===== src/rtl/gen_matrix_sched.sv =====
// gen_matrix_sched: sequences XOF requests and the rejection-sampling parse
// datapath to build the K x K public matrix A, one polynomial at a time,
// in row-major order. Each finished polynomial is handed downstream through a
// valid/ack handshake.
// Optional feature: define GENMAT_WDOG_EN to enable the parse watchdog.
// With the watchdog, a poly whose parse does not finish within WDOG_CYCLES
// cycles of WAIT aborts the run and raises the sticky err flag.
module gen_matrix_sched #(
    parameter int K           = 3,
    parameter int WDOG_CYCLES = 4096
) (
    input  logic       clk,
    input  logic       rst,
    input  logic       start,
    input  logic       transpose,
    input  logic       abort,
    output logic       xof_req,
    output logic [7:0] xof_b0,
    output logic [7:0] xof_b1,
    input  logic       xof_ack,
    output logic       parse_rst,
    output logic       parse_start,
    input  logic       parse_done,
    output logic       poly_valid,
    output logic [1:0] poly_row,
    output logic [1:0] poly_col,
    input  logic       poly_ack,
    output logic       busy,
    output logic       done,
    output logic       err
);
    typedef enum logic [2:0] {IDLE, CLR, REQ, GO, WAIT, EMIT, NEXT, FIN} state_t;

    localparam logic [1:0] LAST = 2'(K - 1);

    state_t     state;
    state_t     state_nxt;
    logic [1:0] row;
    logic [1:0] col;
    logic       tp;
    logic       kill;
    logic       wdog_fire;
    logic       accept_start;
    logic       last_entry;

    assign accept_start = (state == IDLE) && start && !abort;
    assign last_entry   = (row == LAST) && (col == LAST);

`ifdef GENMAT_WDOG_EN
    localparam int CNT_W = $clog2(WDOG_CYCLES + 1);

    logic [CNT_W-1:0] wdog_cnt;
    logic             err_q;

    assign wdog_fire = (state == WAIT) && !parse_done &&
                       (wdog_cnt == CNT_W'(WDOG_CYCLES - 1));
    assign err       = err_q;

    // Count cycles spent in WAIT; the count restarts for every poly
    always_ff @(posedge clk) begin
        if (rst || state != WAIT) begin
            wdog_cnt <= '0;
        end else begin
            wdog_cnt <= wdog_cnt + 1'b1;
        end
    end

    // err stays set until reset or the next accepted start
    always_ff @(posedge clk) begin
        if (rst) begin
            err_q <= 1'b0;
        end else if (accept_start) begin
            err_q <= 1'b0;
        end else if (wdog_fire && !abort) begin
            err_q <= 1'b1;
        end
    end
`else
    localparam int unused_wdog = WDOG_CYCLES;

    assign wdog_fire = 1'b0;
    assign err       = 1'b0;
`endif

    // State register
    always_ff @(posedge clk) begin
        if (rst) begin
            state <= IDLE;
        end else begin
            state <= state_nxt;
        end
    end

    // Matrix position and transpose mode; advanced row-major in NEXT
    always_ff @(posedge clk) begin
        if (rst) begin
            row <= '0;
            col <= '0;
            tp  <= 1'b0;
        end else if (accept_start) begin
            row <= '0;
            col <= '0;
            tp  <= transpose;
        end else if (state == NEXT && !last_entry) begin
            if (col == LAST) begin
                col <= '0;
                row <= row + 1'b1;
            end else begin
                col <= col + 1'b1;
            end
        end
    end

    // One-cycle parse clear after an abort or watchdog exit, shown while in IDLE
    always_ff @(posedge clk) begin
        if (rst) begin
            kill <= 1'b0;
        end else begin
            kill <= (abort && state != IDLE) || wdog_fire;
        end
    end

    // Next-state logic and Moore outputs
    always_comb begin
        state_nxt   = state;
        xof_req     = 1'b0;
        parse_rst   = kill;
        parse_start = 1'b0;
        poly_valid  = 1'b0;
        done        = 1'b0;
        busy        = (state != IDLE);
        case (state)
            IDLE: if (accept_start) state_nxt = CLR;
            CLR: begin
                parse_rst = 1'b1;
                state_nxt = REQ;
            end
            REQ: begin
                xof_req = 1'b1;
                if (xof_ack) state_nxt = GO;
            end
            GO: begin
                parse_start = 1'b1;
                state_nxt   = WAIT;
            end
            WAIT: begin
                if (parse_done) begin
                    state_nxt = EMIT;
                end else if (wdog_fire) begin
                    state_nxt = IDLE;
                end
            end
            EMIT: begin
                poly_valid = 1'b1;
                if (poly_ack) state_nxt = NEXT;
            end
            NEXT: state_nxt = last_entry ? FIN : CLR;
            FIN: begin
                done      = 1'b1;
                state_nxt = IDLE;
            end
            default: state_nxt = IDLE;
        endcase
        if (abort && state != IDLE) begin
            state_nxt = IDLE;
        end
    end

    assign xof_b0   = tp ? {6'b0, row} : {6'b0, col};
    assign xof_b1   = tp ? {6'b0, col} : {6'b0, row};
    assign poly_row = row;
    assign poly_col = col;

endmodule


===== config.mk =====
export PLATFORM = sky130hd
export DESIGN_NAME = gen_matrix_sched
export DESIGN_NICKNAME = d
export VERILOG_FILES = /design/src/rtl/gen_matrix_sched.sv
export SDC_FILE = /design/constraint.sdc
export NUM_CORES = 1
export LEC_CHECK = 0
export ABC_AREA = 1
export CORE_MARGIN = 1
export CORE_UTILIZATION = 23
export DETAILED_ROUTE_END_ITERATION = 8
export GPL_ROUTABILITY_DRIVEN = 0
export SYNTH_ARGS = -nofsm -noshare
export SYNTH_HDL_FRONTEND = slang
export SYNTH_SLANG_ARGS = --single-unit

===== constraint.sdc =====
create_clock -name clk -period 1.4 [get_ports clk]
set_clock_uncertainty 0.1 [all_clocks]
set_input_delay 0.21 -clock clk [delete_from_list [all_inputs] [get_ports clk]]
set_output_delay 0.21 -clock clk [all_outputs]
set_load 0.005 [all_outputs]

==> flow_summary_export.csv <==
group,metric,value,unit
run_status,outcome,"finished clean",
clock_network,cts.sinks,9,
global_route,grt_max_degree,7,
die,die_area,3045,um2
route,drt_first_pass_iters,3,
min_path,min_from,"rst",
yosys,synth_warnings,0,
critical_path,crit_path_start,"state[1]$_SDFFE_PP0P_",
timing,period_share,99.76,%
power,power,0.001336,W
critical_path,cpMaxStageDelayCell,"dfxtp_4",
placed_design,dpl_cell_area,928.4,um2
global_route,grt_pass1_wl,2615,um
layout,antenna_cells,0,
layout,layout_commonest_cell,"nand2_1",
yosys,synth_cell_type_count,18,
route,wl_met2,928,um
route,drcViolationCount,0,
clock_network,cts_root_buf,"clkbuf_4",
die,io_pins,35,
placed_design,hpwl,1291,um
placed_design,dpl.cell_count,163,
clock_network,cts_max_level,1,
min_path,hold_class,"in2reg",
route,drtAntennaViolNets,0,
critical_path,slowest_delay,0.36,ns
layout,area_delta_synth_final,64.81,%
die,coreArea,2567,um2
route,drt_iter0_markers,10,
yosys,syn_inst,102,
global_route,grt_util_all_layers,12.22,%
clock_network,cts_tree,"built",
global_route,grt_pass1_vias,644,
route,drt-met1-wl,684,um
critical_path,rr_startpoint,"state[0]$_SDFFE_PP0P_",
timing,whs,0.4102,ns
layout,layout_common_cells,"17 x nand2_1, 13 x conb_1, 13 x buf_4",
timing,setup_violations,0,
clock_network,clk_pin_slew_worst_paths,0.06,ns
layout,fin_cells,174,
power,p_per_area,1246,nW/um2
route,routed_wl,1729,um
yosys,seq_area_frac_synth,27.69,%
timing,clock.fmax,0.7160,GHz
layout,regArea,192.7,um2
critical_path,crit_path_start_kind,"register",
critical_path,critPathRequiredTime,1.09,ns
route,wl_met3,95,um
timing,period_minus_slack,1.397,ns
critical_path,end_kind,"primary output",
yosys,postSynthAreaPerCell,6.379,um2
critical_path,cp_num_buf_inv,3,
die,row_count,18,
clock_network,insertion_delay,0.26,ns
layout,fillers,282,
critical_path,cp_top_family,"flip-flops",
critical_path,crit_chain,"buf_6 > inv_4 > nand2_4 > o21bai_1 > buf_2",
die,die_h,55.19,um
global_route,antenna_found_initial,0,
critical_path,crit_type,"reg2out",
critical_path,critPathArrivalTime,1.09,ns
clock_network,cts_buffers,3,
route,avgRoutedWirePerCell,9.937,um
die,die-width,55.19,um
critical_path,critPathMaxFanout,3,
placed_design,numPortBuffers,21,
timing,finalSetupTns,0,ns
clock_network,cts.path.max_buffers,2,
flow_run,cap_violations,0,
timing,rsz0062_at_grt,"yes",
power,vdd_drop_max,0.6903,mV
timing,hold_viol,0,
layout,drive_gt1_share,40.97,%
die,start_util,25.34,%
global_route,grt_overflow_total,0,
yosys,netlist_area,650.6,um2
route,top_layer_used,"met4",
route,routed_via_density,4.218,
yosys,ys_ff_latch,9,
layout,multi_input_area,432.9,um2
timing,drv_slew,0,
route,dr_total_vias,734,
power,power_leakage,0.5148,nW
layout,stdcell_area,1072,um2
layout,nNetsFinal,154,
synth_stat cells (all sizes together):
cell / count / area share, %
conb: 1 / 0.58
inv: 16 / 9.2
dfxtp: 9 / 28
a31oi: 1 / 0.96
nand4: 2 / 1.9
nor3: 1 / 0.77
ha: 1 / 1.9
a21oi: 5 / 3.8
o21bai: 1 / 1.2
nand3: 8 / 6.2
nand2: 23 / 15
buf: 13 / 15
o21ai: 8 / 6.2
nor2: 13 / 9.8
timing repair:
action / CTS / global route
pin swaps: 0 / 8
gates resized for setup: 48 / 31
setup buffers: 8 / 0
hold buffers: 0 / 0
setup endpoints to repair: 14 / 12
sequential cells by signal, summed over array words and instances, names as in the netlist:
name,flops
kill,1
tp,1
state,3
poly_row,2
poly_col,2
worst paths after layout:
| kind | depth (start not counted) | slack (ns) | to |
|---|---|---|---|
| hold reg to reg | 3 | 0.49 | tp$_SDFFE_PP0P_ |
| setup / recovery | 5 | 0.003 | parse_rst |
| setup reg to reg | 9 | 0.03 | poly_row[1]$_SDFFE_PP0P_ |
| hold / removal | 2 | 0.41 | kill$_SDFF_PP0_ |
metal layers:
metal / vias to the layer above / GRT usage, %
met2: 25 / 22.89
met3: 4 / 3.552
li1: 386 / -
met4: 0 / 5.417
met5: - / 0
met1: 319 / 12.36
area by class of cell:
type | count | share of cell area (%)
well taps | 30 | 3.501
inverters | 16 | 6.534
multi-input cells | 76 | 40.37
clock buffers | 4 | 2.450
repair buffers | 39 | 29.17
flip-flops and latches | 9 | 17.97
metrics by stage:
step	setup slack, ns	utilization, %
floorplan	0.1460	-
global placement	-0.06955	36.16
detailed placement	-0.09560	36.16
CTS	-0.09052	40.50
global route	-0.05196	41.76
finish	0.003409	41.76
kinds of logic (layout without fill, tap and decap cells):
family | count (synthesis) | after routing | share of synthesized area, %
and+or+nand+nor | 47 | 47 | 33.46
buffers and inverters | 29 | 59 | 24.23
AOI/OAI and AO/OA | 15 | 15 | 12.12
DFF | 9 | 9 | 27.69
adders and majority gates | 1 | 1 | 1.923
other | 1 | 13 | 0.5764
where the power goes:
group | internal, W | switching, W
clock network | 0.000110 | 0.0000877
logic | 0.000377 | 0.000405
registers | 0.000317 | 0.0000400
Note: power is estimated with default switching activity, not from simulation.
==> RTL edit 1: new RTL, config.mk and constraints unchanged <==
Encoding of `state_t`: now one-hot (8 bits for 8 states).
--- a/src/rtl/gen_matrix_sched.sv
+++ b/src/rtl/gen_matrix_sched.sv
@@ -29,7 +29,7 @@
     output logic       done,
     output logic       err
 );
-    typedef enum logic [2:0] {IDLE, CLR, REQ, GO, WAIT, EMIT, NEXT, FIN} state_t;
+    typedef enum logic [7:0] {IDLE = 8'b00000001, CLR = 8'b00000010, REQ = 8'b00000100, GO = 8'b00001000, WAIT = 8'b00010000, EMIT = 8'b00100000, NEXT = 8'b01000000, FIN = 8'b10000000} state_t;
 
     localparam logic [1:0] LAST = 2'(K - 1);
 
Function: same outputs for any inputs over 10 cycles, from zero or initial values and one cycle with rst high; not proved beyond that.
==> RTL edit 1 against the original RTL <==
The run now ends with negative setup slack left; routed wire length rose by 72%; via count rose by 54%; sequential power rose by 52%; power rose by 120%; combinational power rose by 150%; critical path depth rose by 2; cell area rose by 77%; worst hold slack improved by 0.086 ns; setup slack got worse by 0.25 ns; sequential cell count rose by 5; area after synthesis rose by 45%; register-to-register slack got worse by 0.26 ns; die area rose by 43%; largest cell class unchanged.
==> RTL edit 1: results (changes against the original RTL) <==
* Worst setup path start: state[4] (was state[1])
* Hold Path Sink: tp (was kill)
* Total CTS buffers: 3 (unchanged)
- Top cells by area in the synthesized netlist: sky130_fd_sc_hd__dfxtp_1, sky130_fd_sc_hd__nand2_1, sky130_fd_sc_hd__buf_4 (was sky130_fd_sc_hd__dfxtp_1, sky130_fd_sc_hd__buf_4, sky130_fd_sc_hd__nand2_1).
* Maximum VDD drop: 0.000625 V (was 0.000690 V)
* ANT cells: 0 (unchanged)
* Slack of the critical path: -0.244 ns (was 0.00341 ns)
* Clock transition at the registers of the reported paths: 0.06 ns (about the same)
- The count of endpoints failing setup in the final report came to 19 (was 0).
- The number of flip-flops in the largest register came to 8 (was 3).
- The worst path arrival time came to 1.33 ns (was 1.09 ns).
- Number of cells produced by synthesis: 142 (was 102)
- Status: complete, but fails checks (was completed)
- Half-perimeter wire length after detailed placement: 1810 um (was 1290 um)
- The critical path endpoint is parse_rst (unchanged).
- Pin count of the biggest net entering global routing: 9 (was 7)
- The overall global routing resource usage was 13.7% (was 12.2%).
- The source of the worst hold timing path is transpose (was rst).
* Final TNS setup: -3.07 ns (was 0 ns)
- Number of distinct library cell variants in the gate-level netlist after synthesis: 24 (was 18)
* Root buffer cell: sky130_fd_sc_hd__clkbuf_8 (was sky130_fd_sc_hd__clkbuf_4)
- First-pass iteration count of the detailed router: 4 (was 3)
- The worst-case hold slack came to 0.496 ns (was 0.410 ns).
- The total number of yosys warnings came to 0 (unchanged).
- DRT Wirelength: 2970 um (was 1730 um)
- Violated checks: negative setup slack
* Max FO, Critical Path: 3 (unchanged)
* Number of vias per cell: 4.22 (about the same)
* Cell depth of the worst flop-to-flop path: 12 (was 9)
* Fraction of synthesized cell area in xor and xnor cells: 0% (unchanged)
* Global-route wire length before repair: 4590 um (was 2620 um)
- The endpoint of the worst-slack reg-to-reg timing path is state[5] (was poly_row[1]).
- Sequential area share after synthesis: 29.7% (was 27.7%)
- Hold Crit Depth: 3 (was 2)
- The number of instances in the placed design came to 240 (was 163).
- Top cells by instance count after synthesis: sky130_fd_sc_hd__nand2_1, sky130_fd_sc_hd__inv_1, sky130_fd_sc_hd__dfxtp_1 (was sky130_fd_sc_hd__nand2_1, sky130_fd_sc_hd__inv_1, sky130_fd_sc_hd__buf_4)
- Compound-Gate Fraction of Synth Area: 9.54% (was 12.1%)
- Proportion of layout cells with a drive suffix above 1: 60.7% (was 41.0%)
- The leakage dissipation is 0.893 nW (was 0.515 nW).
* Pre-CTS setup slack: -0.367 ns (was -0.0956 ns)
* Post-Synth Adder-Cell Area: 1.32% (was 1.92%)
- Mux contribution to synthesized area: 0% (unchanged)
- The first-iteration detailed-routing DRC count came to 57 (was 10).
- R2r setup slk: -0.23 ns (was 0.03 ns)
- The detailed-route wire length per cell was 11.1 um (was 9.94 um).
- Number of nets in the final layout: 229 (was 154)
[RTL edit 1: timing repair]
item	4_1_cts	5_1_grt
setup buffers	18	9
resized for setup	90	41
cloned	0	0
hold buffers	0	0
hold endpoints to repair	0	0
endpoints found under the setup margin	27	22
pin swaps	23	25
[RTL edit 1: cell type report]
cell class,count,area (um^2)
multi-input cells,101,748
inverters,26,97.6
flip-flops and latches,14,303
repair buffers,74,636
well taps,48,60.1
fillers,369,1900
clock buffers,4,55.1
[RTL edit 1: worst max-delay path, cell delays in order (launching register included)]
cell	delay [ns]
sky130_fd_sc_hd__dfxtp_4	0.35
sky130_fd_sc_hd__nor2_4	0.13
sky130_fd_sc_hd__inv_2	0.07
sky130_fd_sc_hd__nor2_4	0.10
sky130_fd_sc_hd__nand4_1	0.12
sky130_fd_sc_hd__buf_4	0.16
sky130_fd_sc_hd__nand2_1	0.05
sky130_fd_sc_hd__buf_2	0.10
[RTL edit 1: power by group]
part	internal, mW	switching, mW	total (mW)
logic	1.02	0.920	1.94
registers	0.469	0.0722	0.541
clock network	0.249	0.154	0.404
[RTL edit 1: metal layers]
metal  up-vias  GRT usage [%]  routed length (um)
met1       504           15.7                1210
met2        33           23.5                1520
met4         0           8.51                 139
met5         -              0                   0
met3        15           2.24                 103
li1        576              -                   -
[RTL edit 1: per-stage QoR]
stage | power (mW) | utilization [%] | area [um^2]
6_report | 2.89 | 50.0 | 1900
5_1_grt | 3.09 | 50.0 | 1900
4_1_cts | 2.50 | 45.1 | 1710
2_1_floorplan | 1.11 | - | 990
3_3_place_gp | 1.62 | 36.5 | 1390
3_5_place_dp | 1.62 | 36.5 | 1390
==> RTL edit 2: new RTL, same settings <==
Made on the original files. Build with the macro `GENMAT_WDOG_EN` defined.
--- a/src/rtl/gen_matrix_sched.sv
+++ b/src/rtl/gen_matrix_sched.sv
@@ -5,6 +5,8 @@
 // Optional feature: define GENMAT_WDOG_EN to enable the parse watchdog.
 // With the watchdog, a poly whose parse does not finish within WDOG_CYCLES
 // cycles of WAIT aborts the run and raises the sticky err flag.
+`define GENMAT_WDOG_EN
+
 module gen_matrix_sched #(
     parameter int K           = 3,
     parameter int WDOG_CYCLES = 4096
Function: same outputs for any inputs over 10 cycles, from zero or initial values and one cycle with rst high; that may be too few to reach the edited logic, so the function may still have changed.
==> RTL edit 2 against the original RTL <==
Cell area is 100% higher; largest power group unchanged; setup slack worse by 0.11 ns; critical path depth stayed put; sequential cell count is 14 higher; die area is 94% higher; critical path type unchanged; area after synthesis is 98% higher; maximum frequency is 7.1% lower; final cell count is 90% higher; count of clock-buffer cells in the layout is 1 lower; global-route usage is 0.80 points lower; critical endpoint unchanged; routed wire length is 98% higher; the run now ends with negative setup slack left; non-clock buffer count is 24 higher; power is 110% higher.
==> RTL edit 2: results (changes against the original RTL) <==
- Count of filler cells inserted in the layout: 544 (was 282)
- Global-route wire length before repair: 5600 um (was 2620 um)
* WS Path Type: register to output port (unchanged)
- Total routing usage reported by global routing: 11.4% (was 12.2%)
* First-pass iteration count of the detailed router: 4 (was 3)
- Via total after detailed routing: 1402 (was 734)
- Number of vias per cell: 4.24 (was 4.22)
- Die X-Extent: 76.9 um (was 55.2 um)
- The flop-to-flop setup slack was -0.05 ns (was 0.03 ns).
- The post-synthesis cell type count was 23 (was 18).
* Most used flip-flop cell after synthesis: sky130_fd_sc_hd__dfxtp_1 (unchanged)
- The worst-case hold path end point is err (was kill).
- The total clock buffers created by CTS came to 3 (unchanged).
- Port Buffers: 22 (was 21)
- Violated checks: negative setup slack
- Final TNS setup: -0.266 ns (was 0 ns)
* Average wire length per cell after detail routing: 10.4 um (was 9.94 um)
- Reg-to-reg critical path endpoint: wdog_cnt[3] (was poly_row[1])
- The number of H-tree branching levels was 1 (unchanged).
* P_leak: 0.950 nW (was 0.515 nW)
* Hold WC Path Type: register to register (was input port to register)
- Maximum VDD drop: 0.000564 V (was 0.000690 V)
* Half-perimeter wire length after detailed placement: 2260 um (was 1290 um)
* Top cells by area in the synthesized netlist: sky130_fd_sc_hd__dfxtp_1, sky130_fd_sc_hd__nand2_1, sky130_fd_sc_hd__inv_1 (was sky130_fd_sc_hd__dfxtp_1, sky130_fd_sc_hd__buf_4, sky130_fd_sc_hd__nand2_1)
- Clock transition at the registers of the reported paths: 0.09 ns (was 0.06 ns)
- Status: complete, but fails checks (was completed).
* Arrival @ worst endpoint: 1.19 ns (was 1.09 ns)
- DRT iter0 DRCs: 58 (was 10)
- The worst reg2reg path startpoint was state[1] (was state[0]).
* Proportion of layout cells with a drive suffix above 1: 47.9% (was 41.0%)
- The number of instances in the placed design was 316 (was 163).
- Cell depth of the worst flop-to-flop path: 8 (was 9)
- The maximum net fanout on the critical path came to 3 (unchanged).
- The clock root buffer is sky130_fd_sc_hd__clkbuf_8 (was sky130_fd_sc_hd__clkbuf_4).
* Clock insertion delay at the later pin of the skew report: around 0.27 ns
- Proportion of total power due to net switching: 38.0% (was 39.8%)
- Clock tree buffer depth: 2 (unchanged)
- Pin count of the biggest net entering global routing: 14 (was 7)
- Worst hold start: err (was rst)
- Sequential area share after synthesis: 35.7% (was 27.7%)
- Number of cells produced by synthesis: 196 (was 102)
- Top cells by instance count after synthesis: sky130_fd_sc_hd__nand2_1, sky130_fd_sc_hd__inv_1, sky130_fd_sc_hd__nor2_1 (was sky130_fd_sc_hd__nand2_1, sky130_fd_sc_hd__inv_1, sky130_fd_sc_hd__buf_4).
* Slack of the critical path: -0.103 ns (was 0.00341 ns)
- The count of endpoints failing setup in the final report was 9 (was 0).
* Number of nets in the final layout: 272 (was 154)
## RTL edit 2: cell types whose count changed after synthesis, moves of 3 or more
cell and delta:
sky130_fd_sc_hd__a21oi_1 +11, sky130_fd_sc_hd__dfxtp_1 +14, sky130_fd_sc_hd__inv_1 +18, sky130_fd_sc_hd__nand2_1 +14, sky130_fd_sc_hd__nand3_1 +6, sky130_fd_sc_hd__nor2_1 +17
sky130_fd_sc_hd__nor2_2 +3, sky130_fd_sc_hd__nor3_1 +5, sky130_fd_sc_hd__o21ai_0 +4
## RTL edit 2: logic make-up after synthesis
group	Yosys count	synth area share, %
buffers and inverters	46	16.9
AND/OR/NAND/NOR	93	32.6
other	1	0.290
AO/OA/AOI/OAI	30	12.0
flip-flops	23	35.7
adder cells (fa/ha/maj)	2	1.94
XOR/XNOR	1	0.678
## RTL edit 2: worst max-delay path: stages (launching register included)
cell                      delay, ns
sky130_fd_sc_hd__dfxtp_4       0.36
sky130_fd_sc_hd__buf_6         0.12
sky130_fd_sc_hd__nor2_4        0.15
sky130_fd_sc_hd__buf_6         0.11
sky130_fd_sc_hd__a21o_1        0.09
sky130_fd_sc_hd__buf_2         0.10
## RTL edit 2: area by class of cell
type                    instances  area (um^2)  area share, %
clock buffers                   3         41.3           1.91
clock inverters                 1         5.00          0.231
inverters                      33          126           5.83
multi-input cells             138          898           41.5
flip-flops and latches         23          480           22.2
well taps                      70         87.6           4.04
repair buffers                 63          527           24.3
## RTL edit 2: what timing repair did
action / CTS / global route
pin swaps: 12 / 16
resized for setup: 86 / 60
setup buffers: 7 / 4
endpoints found under the setup margin: 25 / 26
## RTL edit 2: metal layers
| layer | global-route usage, % | routed length, um | up-vias |
|---|---|---|---|
| met5 | 0 | 0 | - |
| met1 | 13.9 | 1570 | 645 |
| li1 | - | - | 730 |
| met2 | 20.0 | 1720 | 23 |
| met3 | 3.10 | 108 | 4 |
| met4 | 2.31 | 27 | 0 |
## RTL edit 2: power by group through the flow
stage,Clock [mW],Combinational (mW),Sequential [mW]
floorplan,0,0.542,0.786
global placement,0,0.999,0.786
detailed placement,0,0.997,0.785
CTS,0.433,1.26,0.774
global route,0.462,1.67,0.792
finish,0.422,1.56,0.780
## RTL edit 2: stage by stage
step | power (mW) | setup slack, ns | cell area (um^2) | hold WS [ns]
after floorplan | 1.33 | 0.0288 | 1330 | 0.179
after global placement | 1.79 | -0.136 | 1770 | 0.351
after detailed placement | 1.78 | -0.140 | 1770 | 0.360
after CTS | 2.47 | -0.0925 | 1950 | 0.365
after global routing | 2.93 | -0.147 | 2170 | 0.385
final | 2.76 | -0.103 | 2170 | 0.360
